[src/rtl/mul_pkg.sv]
// Shared helpers for the FP multiplier datapath: exponent bias and limit,
// plus the popcount and saturating-add used by the optional statistics counters.
package mul_pkg;

  function automatic int expo_bias(input int expo_w);
    return (1 << (expo_w - 1)) - 1;
  endfunction

  function automatic int expo_max(input int expo_w);
    return (1 << expo_w) - 1;
  endfunction

  function automatic int popcount(input logic [31:0] v);
    int n;
    n = 0;
    for (int i = 0; i < 32; i++) n += int'(v[i]);
    return n;
  endfunction

  function automatic logic [15:0] sat_add16(input logic [15:0] c, input int inc);
    int s;
    s = int'(c) + inc;
    return (s > 16'hFFFF) ? 16'hFFFF : 16'(s);
  endfunction

endpackage

[src/rtl/mul_expo_lane.sv]
// One lane of the sign/exponent stage: effective exponent select and biased sum,
// plus overflow/underflow flags derived from the registered first-stage exponent.
module mul_expo_lane
  import mul_pkg::*;
#(
  parameter int EXPO_W = 8
) (
  input  logic                     i_a_sign,
  input  logic                     i_b_sign,
  input  logic                     i_a_is_sub,
  input  logic                     i_b_is_sub,
  input  logic [EXPO_W-1:0]        i_a_expo,
  input  logic [EXPO_W-1:0]        i_b_expo,
  output logic                     o_sign,
  output logic signed [EXPO_W+1:0] o_expo,
  input  logic signed [EXPO_W+1:0] i_s1_expo,
  output logic                     o_ovf,
  output logic                     o_udf
);

  localparam int XW = EXPO_W + 2;
  localparam logic signed [XW-1:0] BIAS = XW'(expo_bias(EXPO_W));
  localparam logic signed [XW-1:0] EMAX = XW'(expo_max(EXPO_W));
  localparam logic signed [XW-1:0] ZERO = '0;
  localparam logic signed [XW-1:0] ONE  = XW'(1);

  logic signed [XW-1:0] w_ea;
  logic signed [XW-1:0] w_eb;

  // Subnormals carry an effective exponent of 1 regardless of the field.
  assign w_ea   = i_a_is_sub ? ONE : $signed({2'b00, i_a_expo});
  assign w_eb   = i_b_is_sub ? ONE : $signed({2'b00, i_b_expo});
  assign o_sign = i_a_sign ^ i_b_sign;
  assign o_expo = w_ea + w_eb - BIAS;

  assign o_ovf  = (i_s1_expo >= EMAX);
  assign o_udf  = (i_s1_expo <= ZERO);

endmodule

[src/rtl/mul_expo_pipe.sv]
// Two-stage pipelined sign/exponent stage with valid/ready handshake and tag passthrough.
// Optional 16-bit saturating ovf/udf counters when MUL_EXPO_PIPE_STAT_EN is defined.
module mul_expo_pipe
  import mul_pkg::*;
#(
  parameter int EXPO_W = 8,
  parameter int MANT_W = 23,
  parameter int LANES  = 1,
  parameter int TAG_W  = 4
) (
  input  logic                          clk,
  input  logic                          rst,
  input  logic                          in_valid,
  output logic                          in_ready,
  input  logic [TAG_W-1:0]              in_tag,
  input  logic [LANES-1:0]              a_sign,
  input  logic [LANES-1:0]              b_sign,
  input  logic [LANES-1:0]              a_is_sub,
  input  logic [LANES-1:0]              b_is_sub,
  input  logic [LANES*EXPO_W-1:0]       a_expo,
  input  logic [LANES*EXPO_W-1:0]       b_expo,
  output logic                          out_valid,
  input  logic                          out_ready,
  output logic [TAG_W-1:0]              out_tag,
  output logic [LANES-1:0]              sign_o,
  output logic [LANES*(EXPO_W+2)-1:0]   expo_o,
  output logic [LANES-1:0]              ovf_o,
  output logic [LANES-1:0]              udf_o
`ifdef MUL_EXPO_PIPE_STAT_EN
  ,
  output logic [15:0]                   ovf_cnt,
  output logic [15:0]                   udf_cnt
`endif
);

  localparam int XW = EXPO_W + 2;

  typedef struct packed {
    logic          sign;
    logic [XW-1:0] expo;
  } s1_lane_t;

  // Mantissa width travels with the datapath family but has no role here.
  if (MANT_W < 1 || TAG_W < 1) begin : g_param_invalid
  end

  logic                    r_s1_v;
  logic                    r_s2_v;
  logic [TAG_W-1:0]        r_s1_tag;
  logic [TAG_W-1:0]        r_s2_tag;
  s1_lane_t [LANES-1:0]    w_s1_d;
  s1_lane_t [LANES-1:0]    r_s1;
  s1_lane_t [LANES-1:0]    r_s2;
  logic [LANES-1:0]        w_ovf;
  logic [LANES-1:0]        w_udf;
  logic [LANES-1:0]        r_s2_ovf;
  logic [LANES-1:0]        r_s2_udf;
  logic                    w_s1_adv;
  logic                    w_s2_adv;

  // Each stage advances when empty or when its successor advances; bubbles collapse.
  assign w_s2_adv  = !r_s2_v || out_ready;
  assign w_s1_adv  = !r_s1_v || w_s2_adv;
  assign in_ready  = w_s1_adv;
  assign out_valid = r_s2_v;
  assign out_tag   = r_s2_tag;
  assign ovf_o     = r_s2_ovf;
  assign udf_o     = r_s2_udf;

  for (genvar i = 0; i < LANES; i++) begin : g_lane
    mul_expo_lane #(
      .EXPO_W (EXPO_W)
    ) u_lane (
      .i_a_sign   (a_sign[i]),
      .i_b_sign   (b_sign[i]),
      .i_a_is_sub (a_is_sub[i]),
      .i_b_is_sub (b_is_sub[i]),
      .i_a_expo   (a_expo[i*EXPO_W +: EXPO_W]),
      .i_b_expo   (b_expo[i*EXPO_W +: EXPO_W]),
      .o_sign     (w_s1_d[i].sign),
      .o_expo     (w_s1_d[i].expo),
      .i_s1_expo  (r_s1[i].expo),
      .o_ovf      (w_ovf[i]),
      .o_udf      (w_udf[i])
    );

    assign sign_o[i]           = r_s2[i].sign;
    assign expo_o[i*XW +: XW]  = r_s2[i].expo;
  end

  // NOTE: data registers are reset as well because the outputs must read zero
  // after reset; they load on stage advance only, never gated by the valid bit.
  always_ff @(posedge clk) begin
    if (rst) begin
      r_s1_v   <= 1'b0;
      r_s2_v   <= 1'b0;
      r_s1_tag <= '0;
      r_s2_tag <= '0;
      r_s1     <= '0;
      r_s2     <= '0;
      r_s2_ovf <= '0;
      r_s2_udf <= '0;
    end else begin
      if (w_s1_adv) begin
        r_s1_v   <= in_valid;
        r_s1_tag <= in_tag;
        r_s1     <= w_s1_d;
      end
      if (w_s2_adv) begin
        r_s2_v   <= r_s1_v;
        r_s2_tag <= r_s1_tag;
        r_s2     <= r_s1;
        r_s2_ovf <= w_ovf;
        r_s2_udf <= w_udf;
      end
    end
  end

`ifdef MUL_EXPO_PIPE_STAT_EN
  logic [15:0] r_ovf_cnt;
  logic [15:0] r_udf_cnt;

  always_ff @(posedge clk) begin
    if (rst) begin
      r_ovf_cnt <= '0;
      r_udf_cnt <= '0;
    end else if (r_s2_v && out_ready) begin
      r_ovf_cnt <= sat_add16(r_ovf_cnt, popcount(32'(r_s2_ovf)));
      r_udf_cnt <= sat_add16(r_udf_cnt, popcount(32'(r_s2_udf)));
    end
  end

  assign ovf_cnt = r_ovf_cnt;
  assign udf_cnt = r_udf_cnt;
`else
  // Statistics counters are not built in this configuration.
`endif

endmodule
[config.mk]
export PLATFORM = sky130hd
export DESIGN_NAME = mul_expo_pipe
export DESIGN_NICKNAME = d
export VERILOG_FILES = /design/src/rtl/mul_pkg.sv /design/src/rtl/mul_expo_lane.sv /design/src/rtl/mul_expo_pipe.sv
export SDC_FILE = /design/constraint.sdc
export NUM_CORES = 1
export LEC_CHECK = 0
export BUFFER_PORTS_ARGS = -buffer_cell sky130_fd_sc_hd__buf_2
export CAP_MARGIN = 20
export CORE_ASPECT_RATIO = 0.9
export CORE_MARGIN = 2
export CORE_UTILIZATION = 50
export DETAILED_ROUTE_END_ITERATION = 7
export PLACE_DENSITY_LB_ADDON = 0.15
export SLEW_MARGIN = 20
export SYNTH_ARGS = -nofsm -noshare
export SYNTH_HDL_FRONTEND = slang
export SYNTH_SLANG_ARGS = --single-unit
[constraint.sdc]
create_clock -name clk -period 2.95 [get_ports clk]
set_clock_uncertainty 0.1 [all_clocks]
set_input_delay 0.1475 -clock clk [delete_from_list [all_inputs] [get_ports clk]]
set_output_delay 0.1475 -clock clk [all_outputs]
set_load 0.05 [all_outputs]
== Word-level counts from Yosys, hierarchy flattened ==
Cells that the tools add are included.

* Register bits after elaboration: 34
* Input bits: 28
* Output and inout port bits: 19
* Word-level logic and storage cells: 21

* $add $sub $neg: 2
* Order comparisons: 2
* Mux-type cells: 2
* Bitwise logic cells: 1
* Reductions and logical operators: 4

{| class="wikitable"
|+ Operators by type and width
! operator !! number
|-
| $mux 8 || 2
|-
| $add 10x10->10 || 1
|-
| $ge 10x9->1 const B || 1
|-
| $le 10x1->1 const B || 1
|-
| $sub 10x8->10 const B || 1
|-
| $logic_not 1->1 || 2
|-
| $logic_or 1x1->1 || 2
|-
| $xor 1x1->1 || 1
|}

== Logic depth before layout (Yosys ltp) ==
* Depth after elaboration: 3
* Gate-level depth with buffers: 9
* Depth with buffers taken out: 9

== By module ==
From an unflattened synthesis, not the netlist that was laid out.

* Cell total of the unflattened synthesis: 220
* Area total of the unflattened synthesis: 1,830.5 um2

{| class="wikitable"
|+ Modules (own cells, without submodules)
! module !! instances !! cells an instance !! area each (um2) !! sequential area each (um2)
|-
| mul_expo_pipe || 1 || 149 || 1,266.2 || 680.7
|-
| mul_expo_lane || 1 || 71 || 564.3 || 0.0
|}

== Worst setup path before layout ==
No wires, ideal clock.

* Path type: input to register
* Start point: in b_expo[1]
* End point: reg r_s1[7] (netlist bit)
* Library setup time: 0.062 ns
* Arrival: 2.024 ns
* Data required time: 2.788 ns
* Slack: 0.764 ns
* Cell stages on the path: 8
* Buffers on the path: 0
* Cell sequence: nor2b_1 -> ha_1 -> ha_1 -> fa_1 -> a211oi_1 -> o21ai_1 -> a2111o_1 -> nand3_1

* Longest elaborated chain between the ends: 3

{| class="wikitable"
|+ RTL lines
! item !! line !! text
|-
| start: declaration || mul_expo_pipe.sv:21 || <nowiki>input logic [LANES*EXPO_W-1:0] b_expo,</nowiki>
|-
| $mux 8 || mul_expo_lane.sv:32 || <nowiki>assign w_eb = i_b_is_sub ? ONE : $signed({2'b00, i_b_expo});</nowiki>
|-
| $add 10x10->10 || mul_expo_lane.sv:34 || <nowiki>assign o_expo = w_ea + w_eb - BIAS;</nowiki>
|-
| $sub 10x8->10 || mul_expo_lane.sv:34 ||
|-
| end signal: assignment || mul_expo_pipe.sv:107 || <nowiki>r_s1 <= w_s1_d;</nowiki>
|-
| end: declaration || mul_expo_pipe.sv:52 || <nowiki>s1_lane_t [LANES-1:0] r_s1;</nowiki>
|}

No other way between the ends.
A chain may end at the register's enable or synchronous reset.

== Final worst setup path ==
* Start point: in b_is_sub
* End point: reg r_s1[7] (netlist bit)

* Longest elaborated chain between the ends: 3

{| class="wikitable"
|+ RTL lines
! item !! line !! text
|-
| start: declaration || mul_expo_pipe.sv:19 || <nowiki>input logic [LANES-1:0] b_is_sub,</nowiki>
|-
| $mux 8 || mul_expo_lane.sv:32 ||
|-
| $add 10x10->10 || mul_expo_lane.sv:34 ||
|-
| $sub 10x8->10 || mul_expo_lane.sv:34 ||
|}

No other way between the ends.

==> metrics.md <==
| Metric | Value |
|---|---|
| HP Class | `input pin to flip-flop` |
| FF+latch count, synth | `34` |
| Max H-tree Level | `2` |
| Critical path data arrival time | `roughly 2300 ps` |
| Simple-gate area share of the yosys netlist | `27.0%` |
| Delay-heaviest family, CP | `adder cells` |
| Final Setup Violations | `0` |
| Most frequent CP cell | `ha_1` |
| Post-CTS Setup Inserts | `0` |
| Clk_lat worst skew | `290 ps` |
| Fillers | `322` |
| Routed vias/inst | `5.24` |
| Fin nets | `roughly 310` |
| Final hold vios | `0` |
| GRT Util Overall | `20.0%` |
| Drt drc | `0` |
| Ys flop type | `dfxtp_1` |
| Via count | `1614` |
| IO Count | `47` |
| Multiplexer share of the synthesized area | `0%` |
| Top cell type's share of synthesized area | `38.7%` |
| Commonest cells after routing, fill and taps aside | `47 x nand2_1, 46 x buf_2, 34 x dfxtp_1` |
| DIE AREA | `about 4000 µm²` |
| Synthesis-to-layout area growth | `19.8%` |
| Largest net degree at the start of global routing | `42` |
| Reg2reg end | `r_s1[9]$_SDFFE_PP0P_` |
| Final Max Tran Viols | `0` |
| Status | `completed` |
| Hold Crit Depth | `3` |
| Worst path max stage delay | `around 430 ps` |
| Worst setup margin | `807 ps` |
| CTS tree | `built` |
| Routed WL | `3.57 mm` |
| Leak | `0.972 nW` |
| CTS Buf Count | `5` |
| RD Place Congestion | `0.784` |
| Worst path required time | `3080 ps` |
| Critical path capture point type | `flip-flop` |
| R2R Setup Slk | `between 1000 and 1500 ps` |
| Largest family of logic cells by synthesized area | `simple AND/OR/NAND/NOR gates` |
| Asr flop ratio synth | `0%` |
| Slew headroom | `53.4%` |
| Pwr Density | `509 nW/µm²` |
| Rows | `20` |
| Core area | `3380 µm²` |
| Pre-CTS setup slack | `531 ps` |
| HPWL Detailed | `roughly 2.6 mm` |
| Max Cap Violations | `0` |
| CP max FO | `8` |
| Post-DR wirelength/cell | `11.6 µm` |
| HP Start | `a_sign` |
| Post-synth cell types | `35` |
| Drt pass-1 iters | `4` |
| Die Span Y | `60.3 µm` |
| Vias in the first global route | `about 1400` |
| Worst r2r path cells | `4` |
| Syn_nets | `260` |
| Min-Delay Endpoint | `r_s1[10]$_SDFFE_PP0P_` |
| Top cells by area, synth | `dfxtp_1 39%, ha_1 11%, nand2_1 10%` |
| Share of layout cells above drive strength 1 | `between 20 and 25%` |
| Total power | `1.07 mW` |
| # diodes | `0` |
| Routed Antenna Nets | `0` |
| Post-Synth XOR/XNOR Area | `0.996%` |
| Final core occ | `62.3%` |
| Sum Neg Setup Slack | `0 ps` |
| IO buf count | `46` |
| Grt ovf | `0` |
| Clock sink total | `34` |
| Mapped cell area | `1760 µm²` |
| Adder-cell share of the synthesized area | `a little under an eighth` |
| WP buf/inv | `1` |
| R2R Path Start | `out_valid$_SDFFE_PP0P_` |
| Startpoint Class | `input pin` |
| First-pass GRT wire length | `5.99 mm` |
| Initial antenna violation count | `0` |
| CTS clk-pin slew, worst paths | `70 ps` |
| CP cell instances | `buf_2 > nor2b_1 > ha_1 > ha_1 > fa_1 > a211oi_1 > o21ai_1 > a2111o_1 > nand3_1` |
| Sequential area share after synthesis | `38.7%` |
| Initial drt markers | `54` |
| Die width | `66.5 µm` |
| Most common cell after layout, fill and taps aside | `nand2_1` |
| Worst vdd ir | `0.300 mV` |
| Cells after Synth | `216` |
| Maximum clock frequency | `~470 MHz` |
| Critical path class | `input pin to flip-flop` |
| Initial Util | `52.0%` |
| Worst Tran Pin Value | `approximately 700 ps` |
| Post-CTS Resized | `0` |
| Synthesized area per cell | `around 8.1 µm²` |
| Warnings from Yosys | `0` |
| Tcrit/Tclk final | `between 70 and 80%` |
| EDFF count, synth | `0` |
| Min cycle time layout | `around 2100 ps` |
| Synth Area in Compound Gates | `16.4%` |
| Root buffer cell | `clkbuf_8` |
| Yosys top cell by area | `dfxtp_1` |
| Clock tree buffer depth | `2` |
| RSZ-0062 raised after global routing | `false` |
| Worst path slowest cell | `fa_1` |
-- power by group --
group          switching (mW)  total, mW  internal, mW  leakage, nW
combinational           0.140      0.228        0.0873        0.647
clock                   0.163      0.321         0.158       0.0438
sequential             0.0263      0.522         0.496        0.281
total                   0.330       1.07         0.741        0.972
-- area by class of cell --
| type | instances | area, µm² | share of cell area (%) |
|---|---|---|---|
| tap | 44 | 55.1 | 2.61 |
| sequential | 34 | 681 | 32.3 |
| inverter | 4 | 15.0 | 0.713 |
| clock inverter | 2 | 10.0 | 0.475 |
| clock buffer | 5 | 68.8 | 3.27 |
| multi-input combinational | 167 | 988 | 46.9 |
| timing repair buffer | 52 | 288 | 13.7 |
-- synth_stat cells, types with 3 or more instances --
| cell type | instances |
|---|---|
| nor3_1 | 3 |
| a21oi_1 | 28 |
| a211oi_1 | 6 |
| o21ai_0 | 5 |
| inv_1 | 3 |
| nand2_1 | 47 |
| nand2b_1 | 3 |
| ha_1 | 15 |
| buf_2 | 3 |
| dfxtp_1 | 34 |
| nor2_1 | 15 |
| nor2b_1 | 13 |
| nand3_1 | 7 |
| clkbuf_1 | 4 |
| nand3b_1 | 4 |
-- sequential cells by signal (all words and copies together) (netlist names) --
| register | flops |
|---|---|
| sign_o | 1 |
| udf_o | 1 |
| r_s1_v | 1 |
| r_s1 | 11 |
| r_s1_tag | 4 |
| ovf_o | 1 |
| out_tag | 4 |
| out_valid | 1 |
| expo_o | 10 |
-- worst register-to-register path: stages (launching register included) --
cell	delay (ps)
dfxtp_1	350
and3b_2	440
inv_2	240
nor3b_1	230
a41o_1	110
-- worst max-delay path by stage --
| stage | to | start | slack (ps) | depth (start not counted) |
|---|---|---|---|---|
| floorplan | r_s1[7]$_SDFFE_PP0P_ | b_expo[1] | 760 | 8 |
| global route | r_s1[7]$_SDFFE_PP0P_ | a_is_sub | 700 | 9 |
| global placement | r_s1[7]$_SDFFE_PP0P_ | b_is_sub | 570 | 9 |
| finish | r_s1[7]$_SDFFE_PP0P_ | b_is_sub | 810 | 9 |
| detailed placement | r_s1[7]$_SDFFE_PP0P_ | b_is_sub | 530 | 9 |
| CTS | r_s1[7]$_SDFFE_PP0P_ | b_is_sub | 830 | 9 |
-- routing by layer --
metal,vias up,GRT usage [%],part of all wire (%)
met3,8,5.08,4.6
met4,0,9.62,1.8
met5,-,0,0
li1,837,-,-
met2,31,32.9,47
met1,738,24.6,47
-- metrics by stage --
stage	area (µm²)	hold slack, ps	std cells
floorplan	1760	168	216
global placement	1980	258	296
detailed placement	1980	263	296
CTS	2110	55.5	308
global route	2110	66.1	308
finish	2110	58.1	308
-- repair_timing --
| item | 4_1_cts | 5_1_grt |
|---|---|---|
| hold endpoints to repair | 5 | 0 |
| setup endpoints to repair | 0 | 0 |
| hold buffers | 5 | 0 |
-- cell families (layout without fill, tap and decap cells) --
| kind of cell | after synthesis | count (layout) |
|---|---|---|
| and+or+nand+nor | 101 | 101 |
| buffers and inverters | 15 | 63 |
| xor gates and xnor gates | 2 | 2 |
| AOI/OAI and AO/OA | 48 | 48 |
| DFF | 34 | 34 |
| adders and majority gates | 16 | 16 |
Power figures use the tool's default switching activity.
